### src/rtl/c28soi_pm_cpr_freq_meter.sv
// CPR ring-oscillator frequency meter: powers selected oscillators, lets them settle,
// then counts synchronized rising edges of each divider output over a CLK-cycle window.

module c28soi_pm_cpr_freq_meter_lane #(
    parameter int CNT_W = 16
) (
    input  logic             clk,
    input  logic             rst,
    input  logic             din,
    input  logic             en,
    input  logic             cnt_phase,
    input  logic             clr,
    input  logic             load,
    output logic [CNT_W-1:0] count,
    output logic             ovf
);
    // [0],[1] form the synchronizer, [2] is the edge-detect history
    logic [2:0]       sync_pipe;
    logic [CNT_W-1:0] work;
    logic [CNT_W-1:0] work_nxt;
    logic             work_ovf;
    logic             wovf_nxt;
    logic             rise;
    logic             inc;
    logic             at_max;

    always_ff @(posedge clk or posedge rst) begin
        if (rst) sync_pipe <= '0;
        else     sync_pipe <= {sync_pipe[1:0], din};
    end

    assign rise     = sync_pipe[1] & ~sync_pipe[2];
    assign inc      = rise & en & cnt_phase;
    assign at_max   = &work;
    assign work_nxt = (inc && !at_max) ? work + 1'b1 : work;
    assign wovf_nxt = work_ovf | (inc & at_max);

    // Results load from the next-state value so the final window cycle is included
    always_ff @(posedge clk or posedge rst) begin
        if (rst) begin
            work     <= '0;
            work_ovf <= 1'b0;
            count    <= '0;
            ovf      <= 1'b0;
        end else begin
            if (clr) begin
                work     <= '0;
                work_ovf <= 1'b0;
            end else begin
                work     <= work_nxt;
                work_ovf <= wovf_nxt;
            end
            if (load) begin
                count <= work_nxt;
                ovf   <= wovf_nxt;
            end
        end
    end
endmodule

module c28soi_pm_cpr_freq_meter #(
    parameter int NCH        = 4,
    parameter int CNT_W      = 16,
    parameter int WIN_W      = 16,
    parameter int SETTLE_CYC = 8
) (
    input  logic                 CLK,
    input  logic                 RST,
    input  logic                 START,
    input  logic                 ABORT,
    input  logic [WIN_W-1:0]     WINDOW,
    input  logic [NCH-1:0]       CH_MASK,
    input  logic [NCH-1:0]       LOGICCPR,
    output logic [NCH-1:0]       CPR_EN,
    output logic                 CPR_RN,
    output logic                 BUSY,
    output logic                 DONE,
    output logic [NCH*CNT_W-1:0] COUNT,
    output logic [NCH-1:0]       OVF
);
    localparam int SET_W = (SETTLE_CYC > 1) ? $clog2(SETTLE_CYC) : 1;

    typedef enum logic [1:0] {S_IDLE, S_SETTLE, S_COUNT, S_DONE} state_t;

    typedef struct packed {
        logic [WIN_W-1:0] window;
        logic [NCH-1:0]   mask;
    } cfg_t;

    state_t                     state;
    cfg_t                       cfg_q;
    logic [SET_W-1:0]           settle_cnt;
    logic [WIN_W-1:0]           win_cnt;
    logic                       accept;
    logic                       settle_last;
    logic                       count_last;
    logic                       to_done;
    logic                       cnt_phase;
    logic [NCH-1:0][CNT_W-1:0]  cnt_arr;

    assign accept      = (state == S_IDLE) && START && !ABORT;
    assign settle_last = (state == S_SETTLE) && (settle_cnt == SET_W'(SETTLE_CYC - 1));
    assign count_last  = (state == S_COUNT) && (win_cnt == cfg_q.window - 1'b1);
    assign to_done     = !ABORT && ((settle_last && (cfg_q.window == '0)) || count_last);
    assign cnt_phase   = (state == S_COUNT);

    always_ff @(posedge CLK or posedge RST) begin
        if (RST) begin
            state      <= S_IDLE;
            cfg_q      <= '0;
            settle_cnt <= '0;
            win_cnt    <= '0;
            CPR_EN     <= '0;
            CPR_RN     <= 1'b0;
            BUSY       <= 1'b0;
            DONE       <= 1'b0;
        end else begin
            DONE <= 1'b0;
            case (state)
                S_IDLE: begin
                    if (accept) begin
                        state      <= S_SETTLE;
                        cfg_q      <= '{window: WINDOW, mask: CH_MASK};
                        settle_cnt <= '0;
                        CPR_EN     <= CH_MASK;
                        BUSY       <= 1'b1;
                    end
                end
                S_SETTLE: begin
                    if (ABORT) begin
                        state  <= S_IDLE;
                        CPR_EN <= '0;
                        CPR_RN <= 1'b0;
                        BUSY   <= 1'b0;
                    end else if (settle_last) begin
                        if (cfg_q.window == '0) begin
                            state  <= S_DONE;
                            DONE   <= 1'b1;
                            CPR_EN <= '0;
                        end else begin
                            state   <= S_COUNT;
                            win_cnt <= '0;
                            CPR_RN  <= 1'b1;
                        end
                    end else begin
                        settle_cnt <= settle_cnt + 1'b1;
                    end
                end
                S_COUNT: begin
                    if (ABORT) begin
                        state  <= S_IDLE;
                        CPR_EN <= '0;
                        CPR_RN <= 1'b0;
                        BUSY   <= 1'b0;
                    end else if (count_last) begin
                        state  <= S_DONE;
                        DONE   <= 1'b1;
                        CPR_EN <= '0;
                        CPR_RN <= 1'b0;
                    end else begin
                        win_cnt <= win_cnt + 1'b1;
                    end
                end
                S_DONE: begin
                    state <= S_IDLE;
                    BUSY  <= 1'b0;
                end
                default: state <= S_IDLE;
            endcase
        end
    end

    for (genvar i = 0; i < NCH; i++) begin : g_lane
        c28soi_pm_cpr_freq_meter_lane #(.CNT_W(CNT_W)) u_lane (
            .clk       (CLK),
            .rst       (RST),
            .din       (LOGICCPR[i]),
            .en        (cfg_q.mask[i]),
            .cnt_phase (cnt_phase),
            .clr       (accept),
            .load      (to_done),
            .count     (cnt_arr[i]),
            .ovf       (OVF[i])
        );
    end

    assign COUNT = cnt_arr;
endmodule

### config.mk
export PLATFORM = sky130hd
export DESIGN_NAME = c28soi_pm_cpr_freq_meter
export DESIGN_NICKNAME = d
export VERILOG_FILES = /design/src/rtl/c28soi_pm_cpr_freq_meter.sv
export SDC_FILE = /design/constraint.sdc
export NUM_CORES = 1
export LEC_CHECK = 0
export ABC_CLOCK_PERIOD_IN_PS = 6100
export CORE_MARGIN = 2
export CORE_UTILIZATION = 50
export DETAILED_ROUTE_END_ITERATION = 7
export GPL_ROUTABILITY_DRIVEN = 0
export PLACE_DENSITY = 0.71
export SLEW_MARGIN = 30
export SYNTH_ARGS = -nofsm -noshare
export SYNTH_HDL_FRONTEND = slang
export SYNTH_HIERARCHICAL = 1
export SYNTH_SLANG_ARGS = --single-unit
### constraint.sdc
create_clock -name CLK -period 6.1 [get_ports CLK]
set_input_delay 0.61 -clock CLK [delete_from_list [all_inputs] [get_ports CLK]]
set_output_delay 0.61 -clock CLK [all_outputs]
set_load 0.01 [all_outputs]
==> results of run 1 <==
path summary, 6_finish.rpt:
| path | slack (ps) | cells past startpoint | to |
|---|---|---|---|
| min in group asynchronous | 850 | 2 | settle_cnt[0] |
| min reg2reg | 350 | 0 | g_lane[3].u_lane/sync_pipe[1] |
| max | 1360 | 15 | g_lane[2].u_lane/count[7] |
| min | 350 | 0 | g_lane[3].u_lane/sync_pipe[1] |
| max reg2reg | 1360 | 15 | g_lane[2].u_lane/count[7] |
| max in group asynchronous | 4500 | 3 | g_lane[1].u_lane/count[12] |
worst reg2reg max path, stage by stage, from the launching register on:
cell and delay, ps:
dfrtp_1 420, inv_1 80, ha_1 220, or4b_2 680, o21ai_0 250, o211ai_1 130, nor4b_1 340, nor4b_1 280
o21ai_1 260, or2_2 380, a21oi_4 610, buf_4 340, inv_1 200, a22o_1 260, a21oi_1 110, nand2_1 60
metal layers:
layer / wire length (µm) / up-vias
li1: - / 4163
met5: 0 / -
met4: 310 / 0
met3: 1252 / 29
met1: 11150 / 4194
met2: 11520 / 228
power by group:
group	switching (mW)	leakage, nW	internal, mW
clock	0.525	0.273	0.546
combinational	0.529	2.23	0.367
sequential	0.163	2.53	1.43
cell type report:
| cell class | instances | area (µm²) | area share |
|---|---|---|---|
| inverter | 31 | 120.1 | 0.01004 |
| clock buffer | 19 | 442.9 | 0.03704 |
| multi-input combinational | 796 | 4932 | 0.4124 |
| tap | 270 | 337.8 | 0.02825 |
| clock inverter | 13 | 112.6 | 0.009416 |
| timing repair buffer | 112 | 1109 | 0.09270 |
| sequential | 196 | 4905 | 0.4101 |
cell families after synthesis:
family	synth area share
xor gates and xnor gates	0.01631
buffers and inverters	0.03740
muxes	0.02318
DFF	0.4807
adders and majority gates	0.01471
AOI/OAI and AO/OA	0.1756
and+or+nand+nor	0.2521
cells in the final DEF (no fill, tap or decap), types with 19 or more instances in the layout:
cell,n
nor2b_1,23
nor3_1,25
mux2_2,21
or3_1,25
inv_1,29
a31oi_1,52
nand2_1,124
nor2_1,72
a21oi_1,82
clkdlybuf4s50_1,102
nand3_1,52
nor4_1,21
and3_1,19
o21ai_0,43
dfrtp_1,196
o31ai_1,26
sequential cells by signal, summed over array words and instances, names as in the netlist:
register	flops
state	2
DONE	1
g_lane.u_lane/work_ovf	4
g_lane.u_lane/sync_pipe	12
g_lane.u_lane/count	64
BUSY	1
win_cnt	16
cfg_q	20
g_lane.u_lane/ovf	4
settle_cnt	3
CPR_RN	1
g_lane.u_lane/work	64
CPR_EN	4
stage by stage:
stage | setup slack, ps | total power, mW | hold WS, ps | cells
6_report | 1363 | 3.562 | 354.2 | 1437
5_1_grt | 1032 | 3.768 | 361.8 | 1437
4_1_cts | 1396 | 3.589 | 357.6 | 1437
3_5_place_dp | 1411 | 2.511 | 341.0 | 1405
3_3_place_gp | 1582 | 2.488 | 331.2 | 1405
2_1_floorplan | 2327 | 2.211 | 331.2 | 1084
Yosys cell counts, types with 8 or more instances:
cell type / instances / area, µm²
a21oi_1: 83 / 415.4
a31oi_1: 52 / 325.3
and3_1: 19 / 118.9
buf_2: 8 / 40.04
clkbuf_1: 49 / 183.9
dfrtp_1: 196 / 4905
ha_1: 12 / 150.1
inv_1: 31 / 116.4
mux2_2: 21 / 236.5
nand2_1: 124 / 465.5
nand3_1: 52 / 260.3
nand4_1: 15 / 93.84
nor2_1: 72 / 270.3
nor2b_1: 23 / 143.9
nor3_1: 25 / 125.1
nor4_1: 21 / 131.4
o21ai_0: 43 / 215.2
o31ai_1: 26 / 195.2
or3_1: 25 / 156.4
or4_1: 18 / 135.1
xnor2_1: 8 / 70.07
xor2_1: 11 / 96.34
==> out/results.ini, run 1 <==
[clocking]
clkSinkCount = 196
clkTransAtPathRegs_ps = 70
ctsResizeCount = 0
cts_buffers = 17
tritoncts = built
insertion_delay_ps = 440
htree_levels = 4
hold_buffers = 0
clock_path_buffers = 2
cts_root_buf = clkbuf_16
post_cts.repair.setup_buffers = 0

[placement]
portBuffers = 102
place_area_um2 = 11400
dp_hpwl_um = 16340

[route]
postRouteWirelength_um = 24240
vias_per_cell = 5.994
drc = 0
wire_per_inst_um = 16.87
drtAntennaViolNets = 0
dr_total_vias = 8614
drt_first_pass_iters = 7
drtIter0Drc = 607

[timing]
fmax_mhz = 211.1
hold_violations = 0
worst_pin_slew_ps = 902.0
skew_ps = 14.51
fin_crit_sh = 0.7766
timing.final.crit_period_ps = 4737
rsz0062_at_grt = false
finalSetupTns_ps = 0
slew_viol_final = 0
final-setup-viol-count = 0
relSlewSlack = 0.3970

[global_routing]
grt_overflow = 0
grt_util_all_layers = 0.2285
grt_antenna_before_repair = 1
grt_pass1_vias = 8058
grtUsageMet2 = 0.3690
grt_max_degree = 69
met3_usage = 0.04969
grt-busiest-layer = met2
gr-usage-met1 = 0.3157
grt_pass1_wl_um = 40400

[worst_setup_path]
r2r-start = cfg_q[4]
worstSetupStartpointType = flip-flop
end_kind = flip-flop
path_max_fanout = 24
path_cells = inv_1 -> ha_1 -> or4b_2 -> o21ai_0 -> o211ai_1 -> nor4b_1 -> nor4b_1 -> o21ai_1 -> or2_2 -> a21oi_4 -> buf_4 -> inv_1 -> a22o_1 -> a21oi_1 -> nand2_1
arrival_ps = 5050
cp_top_family = simple AND/OR/NAND/NOR gates
worstPathRequired_ps = 6420
startpoint = cfg_q[4]
critPathBufInv = 3
cpMaxStageDelayCell = or4b_2
cpPeakStageDelay_ps = 680
worstSetupPathType = reg2reg

[hold_path]
min_from = g_lane[3].u_lane/sync_pipe[0]
hold_class = reg2reg

[floorplanning]
die_w_um = 146.9
initial_core_util = 0.5075
coreArea_um2 = 20100
fp-row-count = 52
die_area_um2 = 21570
pin_count = 103
die_y_um = 146.9

[synthesis]
synth-edff-count = 0
syn_area_per_cell_um2 = 9.413
synth_seq_cells = 196
syn_area_um2 = 10200
synthArstFlopShare = 1.000
synth_nets = 1124
synth_cells = 1084
seq_area_frac_synth = 0.4807
yosysUniqueCellTypes = 68
yosysWarnings = 6
ys.flop_type = dfrtp_1

[cells_and_area]
fin_area_um2 = 11960
nFillCells = 1740
syn2layout_area_growth_pct = 17.20
drive_gt1_frac = 0.08912
utilization = 0.5948
n_antenna_cell = 0
fin_nets = 1194

[power]
p_leak_nw = 5.033
p_per_area_nw_per_um2 = 297.8
peakVddDrop_mv = 0.1964

[job]
max_cap_viol_count = 0

[run_status]
status = finished, final reports clean

No activity file was read; power rests on OpenSTA's default activity.
==> run 2: changes to the inputs <==
--- a/config.mk
+++ b/config.mk
@@ -5,7 +5,7 @@
 export SDC_FILE = /design/constraint.sdc
 export NUM_CORES = 1
 export LEC_CHECK = 0
-export ABC_CLOCK_PERIOD_IN_PS = 6100
+export ABC_CLOCK_PERIOD_IN_PS = 5000
 export CORE_MARGIN = 2
 export CORE_UTILIZATION = 50
 export DETAILED_ROUTE_END_ITERATION = 7
==> constraint.sdc (replaced) <==
create_clock -name CLK -period 5 [get_ports CLK]
set_input_delay 0.5 -clock CLK [delete_from_list [all_inputs] [get_ports CLK]]
set_output_delay 0.5 -clock CLK [all_outputs]
set_load 0.01 [all_outputs]
==> run 2 against run 1 <==
Count of clock-buffer cells in the layout increased by 2. Via count decreased by 0.15%. Sequential cell count unchanged. Die area unchanged. Largest power group unchanged. Largest cell class unchanged. First-iteration DRC count increased by 6.3%. Worst hold slack got worse by 3.5 ps. Clock skew about the same. Register-to-register slack got worse by 640 ps. Cell area increased by 0.17%. Worst setup slack got worse by 640 ps. Sequential power increased by 22%.
==> out/results.ini, run 2 (synthesized netlist as in run 1, its figures left out) <==
[cells_and_area]
top_regs = g_lane.u_lane/count x64, g_lane.u_lane/work x64, cfg_q x20
n_antenna_cell = 0
drive_gt1_frac = 0.08904
layout_commonest_cell = dfrtp_1
seq_area_um2 = 4905
mostFrequentLayoutCells = dfrtp_1, nand2_1, clkdlybuf4s50_1, a21oi_1, nor2_1
syn2layout_area_growth_pct = 17.40
multiInputGateArea_um2 = 4928
nFillCells = 1714
fin_nets = 1196

[route]
drtIter0Drc = 645
drt_first_pass_iters = 6
postRouteWirelength_um = 24600
drtAntennaViolNets = 0
dr_total_vias = 8601
vias_per_cell = 5.981
drc = 0
wire_per_inst_um = 17.11

[clocking]
cts_buffers = 17
cts_root_buf = clkbuf_16
tritoncts = built
clkSinkCount = 196
htree_levels = 4
ctsResizeCount = 0
clock_path_buffers = 2
post_cts.repair.setup_buffers = 0
insertion_delay_ps = 440
hold_buffers = 0
clkTransAtPathRegs_ps = 80

[timing]
final-setup-viol-count = 0
timing.final.crit_period_ps = 4280
fin_hold_ws_ps = 350.7
worst_pin_slew_ps = 920.0
finalSetupTns_ps = 0
hold_violations = 0
fin_crit_sh = 0.8561
fmax_mhz = 233.6
slew_viol_final = 0
skew_ps = 14.11
relSlewSlack = 0.3820
rsz0062_at_grt = false

[worst_setup_path]
worstSetupStartpointType = flip-flop
worstPathRequired_ps = 5370
arrival_ps = 4650
path_max_fanout = 34
end_kind = flip-flop
worstSetupPathType = reg2reg

[floorplanning]
die_area_um2 = 21570
die_y_um = 146.9
pin_count = 103
initial_core_util = 0.5075
die_w_um = 146.9
coreArea_um2 = 20100
fp-row-count = 52

[power]
peakVddDrop_mv = 0.2401
p_leak_nw = 5.043
p_per_area_nw_per_um2 = 365.5

[global_routing]
grt_pass1_wl_um = 40930
grt_antenna_before_repair = 0
grt_util_all_layers = 0.2317
grt_max_degree = 68
grt_overflow = 0
grt_pass1_vias = 8238

[hold_path]
hold_class = reg2reg

[placement]
dp_hpwl_um = 16660
portBuffers = 102

[job]
max_cap_viol_count = 0

[run_status]
status = finished, final reports clean

-- run 2: stage by stage --
stage / area (µm²) / cells / total power [mW] / utilization / setup slack, ps
after floorplan: 10200 / 1084 / 2.697 / - / 1227
after global placement: 11410 / 1407 / 3.055 / 0.5677 / 878.5
after detailed placement: 11410 / 1407 / 3.074 / 0.5678 / 748.7
after CTS: 11980 / 1438 / 4.402 / 0.5958 / 738.9
after global routing: 11980 / 1438 / 4.618 / 0.5958 / 350.5
final: 11980 / 1438 / 4.378 / 0.5958 / 719.7
-- run 2: path summary, 6_finish.rpt --
check | start | endpoint | slack (ps) | cells after the start
max in group asynchronous | RST | g_lane[1].u_lane/count[10] | 3600 | 3
min in group asynchronous | RST | g_lane[1].u_lane/sync_pipe[1] | 680 | 2
setup / recovery | cfg_q[4] | g_lane[1].u_lane/count[5] | 720 | 15
hold / removal | g_lane[3].u_lane/sync_pipe[0] | g_lane[3].u_lane/sync_pipe[1] | 350 | 0
hold reg to reg | g_lane[3].u_lane/sync_pipe[0] | g_lane[3].u_lane/sync_pipe[1] | 350 | 0
setup reg to reg | cfg_q[4] | g_lane[1].u_lane/count[5] | 720 | 15
-- run 2: per-layer routing --
layer | up-vias | GRT usage | wire, µm
met5 | - | 0 | 0
met4 | 0 | 0.07476 | 436
met3 | 33 | 0.04565 | 1205
met2 | 220 | 0.3768 | 11640
met1 | 4166 | 0.3146 | 11310
li1 | 4182 | - | -
-- run 2: final cells by class --
| cell class | instances | area share |
|---|---|---|
| multi-input combinational | 796 | 0.4114 |
| sequential | 196 | 0.4094 |
| timing repair buffer | 114 | 0.09380 |
| clock buffer | 21 | 0.03927 |
| tap | 270 | 0.02820 |
| inverter | 31 | 0.01003 |
| clock inverter | 10 | 0.007834 |
-- run 2: where the power goes --
group          total (mW)  switching [mW]  internal (mW)
registers            1.94           0.198           1.75
clock network        1.32           0.634          0.688
logic                1.11           0.652          0.460
total                4.38            1.48           2.89
-- run 2: critical path, stage by stage (launching register included) --
cell	delay (ps)
dfrtp_1	430
inv_1	90
ha_1	220
or4b_2	680
o21ai_0	260
o211ai_1	130
nor4b_1	330
nor4b_1	260
o21ai_1	250
or2_2	380
a21oi_4	290
buf_4	380
nand2_1	90
nor4_1	240
a41oi_1	80
nand3_1	110
